### src/rtl/fifo_ctrl_pkg.sv
// Shared constants and helpers for the dual-edge FIFO controller.
// Optional peak tracking in the top is enabled by defining FIFO_CTRL_PEAK_TRACK_EN.
package fifo_ctrl_pkg;

    localparam int unsigned DEF_WIDTH     = 7;
    localparam int unsigned DEF_CNT_WIDTH = 8;

    // Occupancy of two (w+1)-bit pointers, modulo 2^(w+1).
    function automatic logic [31:0] occupancy(input logic [31:0] wr_ptr,
                                              input logic [31:0] rd_ptr,
                                              input int unsigned w);
        return (wr_ptr - rd_ptr) & ((32'd1 << (w + 1)) - 32'd1);
    endfunction

    // Largest value representable in w bits (saturation ceiling).
    function automatic logic [31:0] sat_max(input int unsigned w);
        return (32'd1 << w) - 32'd1;
    endfunction

endpackage

### src/rtl/fifo_ctrl_ddr_status_sat_counter.sv
// Saturating event counter with synchronous clear; clock edge selected by NEG_EDGE.
module sat_counter
    import fifo_ctrl_pkg::*;
#(
    parameter int unsigned W        = DEF_CNT_WIDTH,
    parameter bit          NEG_EDGE = 1'b0
) (
    input  logic         clk,
    input  logic         reset,
    input  logic         inc,
    input  logic         clr,
    output logic [W-1:0] cnt
);

    localparam logic [W-1:0] MAX = W'(sat_max(W));

    logic [W-1:0] cnt_q;
    logic [W-1:0] cnt_d;

    // Next count: clear wins over increment, increment stops at the ceiling.
    always_comb begin
        cnt_d = cnt_q;
        if (clr) begin
            cnt_d = '0;
        end else if (inc && (cnt_q != MAX)) begin
            cnt_d = cnt_q + W'(1);
        end
    end

    generate
        if (NEG_EDGE) begin : g_neg
            // Count register on the falling edge (write domain).
            always_ff @(negedge clk) begin
                if (!reset) cnt_q <= '0;
                else        cnt_q <= cnt_d;
            end
        end else begin : g_pos
            // Count register on the rising edge (read domain).
            always_ff @(posedge clk) begin
                if (!reset) cnt_q <= '0;
                else        cnt_q <= cnt_d;
            end
        end
    endgenerate

    assign cnt = cnt_q;

endmodule

### src/rtl/fifo_ctrl_ddr_status.sv
// Dual-edge FIFO address/flag controller: writes on falling clk, reads on rising clk.
// Define FIFO_CTRL_PEAK_TRACK_EN to enable peak-occupancy tracking on peakCount.
module fifo_ctrl_ddr_status
    import fifo_ctrl_pkg::*;
#(
    parameter int unsigned WIDTH     = DEF_WIDTH,
    parameter int unsigned CNT_WIDTH = DEF_CNT_WIDTH
) (
    input  logic                 clk,
    input  logic                 reset,
    input  logic                 wren,
    input  logic                 rden,
    input  logic                 enWordCount,
    input  logic                 clrStatus,
    input  logic [WIDTH:0]       afThresh,
    output logic                 empty,
    output logic                 full,
    output logic                 almostFull,
    output logic [WIDTH-1:0]     wrAddr,
    output logic [WIDTH-1:0]     rdAddr,
    output logic [WIDTH:0]       wordCount,
    output logic [CNT_WIDTH-1:0] ovfCnt,
    output logic [CNT_WIDTH-1:0] udfCnt,
    output logic [WIDTH:0]       peakCount
);

    localparam int unsigned PTR_W = WIDTH + 1;

    logic [PTR_W-1:0] wr_ptr_q, wr_ptr_d;
    logic [PTR_W-1:0] rd_ptr_q, rd_ptr_d;
    logic [PTR_W-1:0] occ;

    // Flags and occupancy derived directly from the pointer registers.
    always_comb begin
        occ        = PTR_W'(occupancy(32'(wr_ptr_q), 32'(rd_ptr_q), WIDTH));
        empty      = (wr_ptr_q == rd_ptr_q);
        full       = (wr_ptr_q[WIDTH] != rd_ptr_q[WIDTH]) &&
                     (wr_ptr_q[WIDTH-1:0] == rd_ptr_q[WIDTH-1:0]);
        almostFull = (afThresh != '0) && (occ >= afThresh);
        wordCount  = enWordCount ? occ : '0;
    end

    assign wrAddr = wr_ptr_q[WIDTH-1:0];
    assign rdAddr = rd_ptr_q[WIDTH-1:0];

    // Pointer advance: each side moves only when the FIFO permits it.
    always_comb begin
        wr_ptr_d = wr_ptr_q;
        rd_ptr_d = rd_ptr_q;
        if (wren && !full)  wr_ptr_d = wr_ptr_q + PTR_W'(1);
        if (rden && !empty) rd_ptr_d = rd_ptr_q + PTR_W'(1);
    end

    // Write pointer lives in the falling-edge domain.
    always_ff @(negedge clk) begin
        if (!reset) wr_ptr_q <= '0;
        else        wr_ptr_q <= wr_ptr_d;
    end

    // Read pointer lives in the rising-edge domain.
    always_ff @(posedge clk) begin
        if (!reset) rd_ptr_q <= '0;
        else        rd_ptr_q <= rd_ptr_d;
    end

    // Dropped writes, counted in the write domain.
    sat_counter #(.W(CNT_WIDTH), .NEG_EDGE(1'b1)) u_ovf (
        .clk   (clk),
        .reset (reset),
        .inc   (wren && full),
        .clr   (clrStatus),
        .cnt   (ovfCnt)
    );

    // Ignored reads, counted in the read domain.
    sat_counter #(.W(CNT_WIDTH), .NEG_EDGE(1'b0)) u_udf (
        .clk   (clk),
        .reset (reset),
        .inc   (rden && empty),
        .clr   (clrStatus),
        .cnt   (udfCnt)
    );

`ifdef FIFO_CTRL_PEAK_TRACK_EN
    logic [PTR_W-1:0] peak_q, peak_d;

    // Peak follows the occupancy seen just before each rising edge.
    always_comb begin
        peak_d = peak_q;
        if (clrStatus)          peak_d = '0;
        else if (occ > peak_q)  peak_d = occ;
    end

    // Peak register in the rising-edge domain.
    always_ff @(posedge clk) begin
        if (!reset) peak_q <= '0;
        else        peak_q <= peak_d;
    end

    assign peakCount = peak_q;
`else
    assign peakCount = '0;
`endif

endmodule

### config.mk
export PLATFORM = sky130hd
export DESIGN_NAME = fifo_ctrl_ddr_status
export DESIGN_NICKNAME = d
export VERILOG_FILES = /design/src/rtl/fifo_ctrl_pkg.sv /design/src/rtl/fifo_ctrl_ddr_status_sat_counter.sv /design/src/rtl/fifo_ctrl_ddr_status.sv
export SDC_FILE = /design/constraint.sdc
export NUM_CORES = 1
export LEC_CHECK = 0
export BUFFER_PORTS_ARGS = -buffer_cell sky130_fd_sc_hd__buf_2
export CAP_MARGIN = 20
export CORE_AREA = 2 2 94 96
export CTS_CLUSTER_SIZE = 12
export DETAILED_ROUTE_END_ITERATION = 7
export DIE_AREA = 0 0 96 98
export PLACE_DENSITY = 0.45
export SLEW_MARGIN = 20
export SYNTH_ARGS = -nofsm -noshare
export SYNTH_HDL_FRONTEND = slang
export SYNTH_SLANG_ARGS = --single-unit
### constraint.sdc
create_clock -name clk -period 2.82 [get_ports clk]
set_input_delay 0.141 -clock clk [delete_from_list [all_inputs] [get_ports clk]]
set_output_delay 0.141 -clock clk [all_outputs]
set_load 0.005 [all_outputs]
==> metrics.cfg, run 1 <==
[status]
status=finished, violations left
violations=setup timing

[global_route]
grt_usage_pct=15.7
grt_max_degree=21
grt_use_met2_pct=23.2
grtUsageMet1_pct=22.5
grt_pass1_wl_um=12000
grt_pass1_vias=2523
grt_antenna_before_repair=0
overflow=0
busiest_layer=met2
globalRouteMet3Util_pct=3.55

[finish]
drive_gt1_share_pct=50.3
regArea_um2=656
final_area_mm2=0.00400
multi_input_area_mm2=0.00197
post-route-util_pct=47.3
fillCellCount=838
syn2layout_area_growth_pct=62.5
num_antenna_cells=0
nets=466

[yosys]
synth_cell_types=52
yosys-top-cells-area=dfxtp_1 (26%), ha_1 (9.6%), buf_4 (6.7%)
netlist.area_leader.share_pct=26.0
synth_top_area_cell=dfxtp_1
yosys_warnings=0
syn_area_mm2=0.00246
syn_area_per_cell_um2=8.18
syn_inst=301
ys.flop_type=dfxtp_1
synth_commonest_cells=dfxtp_1 (32), inv_1 (23), buf_4 (22), ha_1 (19)
yosys.cell_count.top_type=dfxtp_1
synth-edff-count=0
ys_ff_latch=32
ys_seq_area_share_pct=26.0
async_reset_ff_share_pct=0

[clock_tree]
cts_tree=yes
cts_hold_buffers=0
clockBufferDepth=2
h-tree-depth=2
cts_buffers=5
cts.sinks=32
path_clk_slew_ns=0.07
cts-root-buf=clkbuf_8
clock_latency_ns=0.36

[placement]
gp_congestion=0.776
hpwl_um=5390
dp_slack_ns=-1.08
io_buffers=54
dpl_cell_area_mm2=0.00329

[worst_setup_path]
cp-end-kind=output port
slowest_stage=fa_2
critPathCapture=almostFull
critPathLaunchType=flop
cp.arrival_ns=4.13
cp-startpoint=wr_ptr_q[0]
path_cells=inv_2 -> ha_4 -> inv_2 -> fa_2 -> a21o_1 -> a311o_1 -> o311ai_2 -> ha_1 -> a21o_1 -> a21oi_2 -> o211a_1 -> nor2_1 -> buf_2
r2r_setup_slack_ns=-0.82
critPathMaxStageDelay_ns=0.35
required_ns=2.68
r2r-end=wr_ptr_q[7]
r2r_start=rd_ptr_q[6]
crit_type=flop to output port
rr_worst_depth=12
cp_max_fo=3

[worst_hold_path]
hold_depth=5
hp-class=input pin to flop

[floorplan]
die-area_mm2=0.00941
row_count=34
die_y_um=98
die_w_um=96
core-area_mm2=0.00847
io_pins=63
initial_utilization_pct=29.1

[timing]
setup_viol=43
skew_ns=0.0653
slew-limit-headroom_pct=45.4
tightest_slew_ns=0.816
maxSlewViolCount=0
fin_setup_tns_ns=-25.84
hold_violations=0
rsz0062_at_grt=true
setup_slack_ns=-1.45

[routing]
drc=0
wl_um=7140
num_vias=2649
ant_nets=0
dr.pass1.iters=4
drtIter0Drc=110
routed_via_density=4.90
wl_per_cell_um=13.2

[power]
ir_worst_vdd_uv=204
p_per_area_mw_per_mm2=432
power.leakage_nw=1.83

[run]
maxCapViolCount=0

## cells by family (layout without fill, tap and decap cells)
logic type | after synthesis | after routing | synth area share, %
AO/OA/AOI/OAI | 71 | 71 | 20.3
XOR/XNOR | 11 | 11 | 4.22
adder cells (fa/ha/maj) | 20 | 20 | 10.5
buffers and inverters | 56 | 181 | 12.1
flip-flops | 32 | 32 | 26.0
multiplexers | 4 | 4 | 1.63
other | 1 | 8 | 0.152
AND/OR/NAND/NOR | 106 | 106 | 25.1
## layout by cell type (no fill, tap or decap), types with 10 or more instances in the layout
master    n
buf_2    51
and2_1   11
dfxtp_1  22
ha_1     12
nand4_1  10
inv_1    32
nand2_1  16
buf_4    55
buf_6    28
nand3_1  12
## layout make-up
type                            count  area share [%]
Clock buffer                        5            1.72
Timing Repair Buffer              134            24.6
Sequential cell                    32            16.4
Tap cell                          108            3.38
Multi-Input combinational cell    220            49.1
Clock inverter                     19            2.47
Inverter                           23            2.34
## worst min-delay path by stage
stage,startpoint,end,slack [ns]
2_1_floorplan,rden,rd_ptr_q[1],0.33
3_3_place_gp,u_udf.cnt[1],u_udf.cnt[1],0.50
3_5_place_dp,u_udf.cnt[7],u_udf.cnt[7],0.50
4_1_cts,clrStatus,u_udf.cnt[5],0.30
5_1_grt,rden,rd_ptr_q[6],0.33
6_report,clrStatus,u_udf.cnt[5],0.31
## state kept, by name, summed over array words and instances (netlist names)
register / count
wr_ptr_q: 8
u_udf.cnt: 8
rd_ptr_q: 8
u_ovf.cnt: 8
## layer usage
layer  vias up  routed length, um
met4         0                 69
met3         5                256
met5         -                  0
li1       1353                  -
met1      1242               3470
met2        49               3350
## repair_timing
action | CTS | global route
resized for setup | 51 | 46
pin swaps | 32 | 28
cloned | 0 | 0
endpoints found under the setup margin | 43 | 43
buffers inserted | 9 | 15
## critical path, delay by kind of cell, from the launching register on
family	cells	cell delay [ns]
AO/OA/AOI/OAI	6	1.04
adder cells (fa/ha/maj)	3	0.77
buffers and inverters	3	0.20
AND/OR/NAND/NOR	1	0.03
flip-flops	1	0.31
## power breakdown
part | internal (W) | switching, W
Clock | 0.000290 | 0.000254
Combinational | 0.000393 | 0.000318
Sequential | 0.000465 | 0.0000106
Total | 0.00115 | 0.000583
## per-stage QoR
step                cells  power [W]  hold WS [ns]
finish                541    0.00173         0.310
detailed placement    498    0.00109         0.501
global route          541    0.00185         0.329
global placement      498    0.00108         0.498
CTS                   530    0.00167         0.303
floorplan             308   0.000881         0.331
No activity file was read; power rests on OpenSTA's default activity.
==> run 2, diff against run 1 <==
--- a/constraint.sdc
+++ b/constraint.sdc
@@ -3,2 +3,2 @@
 set_output_delay 0.141 -clock clk [all_outputs]
-set_load 0.005 [all_outputs]
+set_load 0.02 [all_outputs]
==> metrics.cfg, run 2 (synthesis results as in run 1) <==
[status]
status=finished, violations left
violations=setup timing

[worst_setup_path]
r2r_start=wr_ptr_q[6]
required_ns=2.68  ; about the same
critPathMaxStageDelay_ns=0.35  ; about the same
critPathLaunchType=flop
r2r-end=u_udf.cnt[7]
cp_max_fo=3  ; unchanged
rr_worst_depth=9  ; -3
cp-end-kind=output port
cp.arrival_ns=4.18  ; +0.05 ns
path_cells=inv_2 -> ha_4 -> inv_2 -> fa_2 -> a21o_1 -> a311o_1 -> o311ai_2 -> ha_1 -> a21o_1 -> a21oi_2 -> o211a_1 -> nor2_4 -> buf_6
r2r_setup_slack_ns=-0.69  ; +0.13 ns
crit_type=flop to output port
slowest_stage=fa_2

[finish]
nets=463  ; -0.64%
fillCellCount=844  ; +0.72%
post-route-util_pct=48.2  ; +0.90 points
final_area_mm2=0.00408  ; +1.9%
drive_gt1_share_pct=51.4  ; +1.0 points
mostFrequentLayoutCells=buf_4 (46), buf_2 (45), buf_6 (38)
syn2layout_area_growth_pct=65.6
num_antenna_cells=0  ; unchanged
layout_commonest_cell=buf_4

[timing]
hold_violations=0  ; unchanged
timing.hold.ws_ns=0.285  ; -0.0254 ns
rsz0062_at_grt=true
maxSlewViolCount=0  ; unchanged
slew-limit-headroom_pct=36.6  ; -8.7 points
setup_slack_ns=-1.50  ; -0.0492 ns
tightest_slew_ns=0.947  ; +0.131 ns
setup_viol=42  ; -2.3%
skew_ns=0.0701  ; +0.00484 ns

[routing]
dr.pass1.iters=6  ; +2
drtIter0Drc=95  ; -14%
drc=0  ; unchanged
wl_um=7970  ; +11%
wl_per_cell_um=14.8  ; +12%
ant_nets=0  ; unchanged
num_vias=2682  ; +1.2%
routed_via_density=4.99  ; +1.8%

[global_route]
grt_antenna_before_repair=0  ; unchanged
overflow=0  ; unchanged
grt_usage_pct=17.8  ; +2.0 points
grt_pass1_wl_um=13300  ; +11%
grt_max_degree=21  ; unchanged
grt_pass1_vias=2683  ; +6.3%

[power]
seqPwrFrac_pct=26.1  ; -1.4 points
pwr-share-clk_pct=25.6  ; -5.8 points
p_per_area_mw_per_mm2=449  ; +3.9%
finalPower_w=0.00183  ; +5.9%
power.leakage_nw=1.83  ; +0.14%
switchingPower_w=0.000699  ; +20%
internal-power_w=0.00113  ; -1.3%
ir_worst_vdd_uv=187  ; -8.2%
combPwrFrac_pct=48.3  ; +7.2 points
power_switching_share_pct=38.2  ; +4.5 points

[floorplan]
die_y_um=98  ; unchanged
die-area_mm2=0.00941  ; unchanged
io_pins=63  ; unchanged
core-area_mm2=0.00847  ; unchanged
row_count=34  ; unchanged
initial_utilization_pct=29.1  ; unchanged
die_w_um=96  ; unchanged

[clock_tree]
cts_buffers=5  ; unchanged
cts_hold_buffers=0  ; unchanged
h-tree-depth=2  ; unchanged
clockBufferDepth=2  ; unchanged
cts_tree=yes
cts.sinks=32  ; unchanged
cts-root-buf=clkbuf_8
path_clk_slew_ns=0.07  ; about the same
clock_latency_ns=0.36  ; about the same

[worst_hold_path]
hold_depth=3  ; -2
min_delay_worst_endpoint=rd_ptr_q[1]
min_from=rden
hp-class=input pin to flop

[placement]
dpl_cell_area_mm2=0.00329  ; -0.15%
hpwl_um=5670  ; +5.2%
gp_congestion=0.809  ; +4.3%
io_buffers=54  ; unchanged

[run]
maxCapViolCount=0  ; unchanged

-- run 2: cell count changes in the layout (fill, tap and decap cells not counted), moves of 4 or more --
cell    before  now
buf_6       28   38
buf_4       55   46
buf_2       51   45
and2_4       1    5
and2_1      11    6
-- run 2: what timing repair did --
action | in CTS | in global routing
buffers inserted | 16 | 6
pin swaps | 43 | 14
gates cloned | 1 | 0
gates resized for setup | 90 | 34
setup endpoints to repair | 42 | 43
-- run 2: worst max-delay path by stage --
stage                 from          to  slack [ns]  cells past startpoint
2_1_floorplan  wr_ptr_q[0]  almostFull       -0.97                     12
3_3_place_gp   wr_ptr_q[0]  almostFull       -1.14                     13
3_5_place_dp   wr_ptr_q[0]  almostFull       -1.17                     13
4_1_cts        wr_ptr_q[0]  almostFull       -1.54                     13
5_1_grt        wr_ptr_q[0]  almostFull       -1.66                     13
6_report       wr_ptr_q[0]  almostFull       -1.50                     13
-- run 2: stage by stage --
step / instances / setup TNS, ns / setup slack (ns)
floorplan: 308 / -14.87 / -0.970
global placement: 495 / -22.50 / -1.14
detailed placement: 495 / -23.12 / -1.17
CTS: 534 / -22.57 / -1.54
global route: 538 / -27.84 / -1.66
finish: 538 / -23.77 / -1.50
-- run 2: cell type report --
cell class / count / area (um2) / area share [%]
repair buffers: 130 / 1010 / 24.8
well taps: 108 / 135 / 3.31
multi-input cells: 221 / 2020 / 49.6
inverters: 23 / 96.3 / 2.36
clock inverters: 19 / 82.6 / 2.02
clock buffers: 5 / 68.8 / 1.69
flip-flops and latches: 32 / 658 / 16.1
-- run 2: power by group through the flow --
stage / registers, W / logic [W] / clock network [W]
after floorplan: 0.000489 / 0.000436 / 0.0000369
after CTS: 0.000477 / 0.000855 / 0.000488
after detailed placement: 0.000484 / 0.000670 / 0.0000369
final: 0.000477 / 0.000886 / 0.000469
after global routing: 0.000478 / 0.000965 / 0.000543
after global placement: 0.000484 / 0.000659 / 0.0000369
-- run 2: worst max-delay path, delay by kind of cell (launching register included) --
kind | cells | cell delay [ns]
flops | 1 | 0.31
buf+inv | 3 | 0.21
fa+ha+maj | 3 | 0.77
simple gates | 1 | 0.04
compound gates | 6 | 1.10
-- run 2: routing by layer --
layer	up-vias	GRT usage (%)	routed length (um)
li1	1344	-	-
met1	1272	23.4	3610
met2	59	29.8	3960
met3	7	3.78	312
met4	0	3.63	89
met5	-	0	0
==> run 3, diff against run 2 <==
clock period = 4.8 ns   (was 2.82 ns; I/O delays follow)
==> metrics.cfg, run 3 (synthesis results as in run 1) <==
[placement]
gp_congestion=0.773  ; -4.5%
io_buffers=54  ; unchanged
hpwl_um=5180  ; -8.7%
dp_slack_ns=-0.262  ; +0.913 ns
post-place-cells=476  ; -3.8%

[worst_setup_path]
cp.arrival_ns=5.14  ; +0.96 ns
rr_worst_depth=9  ; unchanged
crit_type=flop to output port
cp-end-kind=output port
r2r_start=wr_ptr_q[5]
cp_max_fo=3  ; unchanged
critPathLaunchType=flop
r2r_setup_slack_ns=0.11  ; +0.80 ns
required_ns=4.56  ; +1.88 ns
cp-startpoint=wr_ptr_q[0]

[global_route]
grt_usage_pct=14.4  ; -3.3 points
grt_pass1_vias=2366  ; -12%
grt_antenna_before_repair=0  ; unchanged
grt_pass1_wl_um=10900  ; -18%
overflow=0  ; unchanged
grt_max_degree=23  ; +9.5%

[timing]
skew_ns=0.0761  ; +0.00605 ns
setup_slack_ns=-0.580  ; +0.918 ns
tightest_slew_ns=0.718  ; -0.229 ns
timing.hold.ws_ns=0.386  ; +0.101 ns
rsz0062_at_grt=true
setup_viol=1  ; -98%
maxSlewViolCount=0  ; unchanged
hold_violations=0  ; unchanged
slew-limit-headroom_pct=52.0  ; +15 points

[clock_tree]
cts_hold_buffers=0  ; unchanged
clockBufferDepth=2  ; unchanged
cts_tree=yes
cts.sinks=32  ; unchanged
path_clk_slew_ns=0.08  ; about the same
clock_latency_ns=0.36  ; about the same
h-tree-depth=2  ; unchanged
cts-root-buf=clkbuf_8
cts_buffers=5  ; unchanged

[finish]
num_antenna_cells=0  ; unchanged
nets=428  ; -7.6%
mostFrequentLayoutCells=buf_2 (51), buf_4 (41), inv_1 (36)
layout_commonest_cell=buf_2
drive_gt1_share_pct=34.4  ; -17 points
fillCellCount=910  ; +7.8%
syn2layout_area_growth_pct=37.0
layout.cells.non_filler=503  ; -6.5%

[power]
power_switching_share_pct=34.9  ; -3.3 points
p_per_area_mw_per_mm2=293  ; -35%
finalPower_w=0.000989  ; -46%
switchingPower_w=0.000345  ; -51%
pwr-share-clk_pct=34.6  ; +9.0 points
seqPwrFrac_pct=28.3  ; +2.2 points
internal-power_w=0.000644  ; -43%
power.leakage_nw=1.57  ; -14%
combPwrFrac_pct=37.1  ; -11 points
ir_worst_vdd_uv=103  ; -45%

[routing]
dr.pass1.iters=4  ; -2
drtIter0Drc=54  ; -43%
routed_via_density=4.95  ; -0.62%
wl_um=6680  ; -16%
num_vias=2492  ; -7.1%
ant_nets=0  ; unchanged
wl_per_cell_um=13.3  ; -10%
drc=0  ; unchanged

[status]
violations=setup timing
status=finished, violations left

[worst_hold_path]
hp-class=input pin to flop
min_from=reset
hold_depth=3  ; unchanged

[floorplan]
die_y_um=98  ; unchanged
core-area_mm2=0.00847  ; unchanged
die_w_um=96  ; unchanged
die-area_mm2=0.00941  ; unchanged
initial_utilization_pct=29.1  ; unchanged
io_pins=63  ; unchanged
row_count=34  ; unchanged

[run]
maxCapViolCount=0  ; unchanged

[run 3: timing repair]
| action | in CTS | in global routing |
|---|---|---|
| setup buffers | 7 | 3 |
| pin swaps | 10 | 7 |
| gates resized for setup | 25 | 6 |
| setup endpoints to repair | 3 | 5 |
[run 3: metrics by stage]
stage	area [um2]	utilization [%]	setup TNS, ns
2_1_floorplan	2530	-	-0.0791
3_3_place_gp	3010	35.6	-0.255
3_5_place_dp	3010	35.6	-0.262
4_1_cts	3340	39.5	-0.600
5_1_grt	3370	39.9	-0.784
6_report	3370	39.9	-0.580
[run 3: path summary, 6_finish.rpt]
kind	end
hold reg to reg	u_udf.cnt[7]
setup reg to reg	u_udf.cnt[4]
setup / recovery	almostFull
hold / removal	rd_ptr_q[1]
[run 3: critical path, stage by stage, from the launching register on]
cell and delay, ns:
dfxtp_2 0.31, inv_2 0.06, ha_4 0.13, inv_2 0.03
fa_2 0.35, a21o_1 0.20, a311o_1 0.28, o311ai_2 0.09
ha_1 0.29, a21o_1 0.17, a21oi_2 0.14, o211a_1 0.20
nor2_4 0.04, buf_6 0.12
[run 3: cell type report]
cell class | count | area, um2 | share of cell area (%)
flip-flops and latches | 32 | 652 | 19.3
inverters | 23 | 86.3 | 2.56
repair buffers | 96 | 608 | 18.0
clock inverters | 19 | 115 | 3.41
multi-input cells | 220 | 1710 | 50.6
clock buffers | 5 | 68.8 | 2.04
well taps | 108 | 135 | 4.00
[run 3: metal layers]
layer	routed length [um]	share of wire, %	global-route usage, %
met1	3200	48	18.5
met2	3050	46	23.4
met3	319	4.8	3.55
met4	112	1.7	5.05
met5	0	0	0
[run 3: power groups by stage]
| stage | combinational, W | sequential (W) | clock, W |
|---|---|---|---|
| 4_1_cts | 0.000363 | 0.000280 | 0.000351 |
| 6_report | 0.000366 | 0.000280 | 0.000342 |
| 3_5_place_dp | 0.000337 | 0.000285 | 0.0000217 |
| 2_1_floorplan | 0.000229 | 0.000288 | 0.0000217 |
| 5_1_grt | 0.000406 | 0.000281 | 0.000368 |
| 3_3_place_gp | 0.000332 | 0.000285 | 0.0000217 |
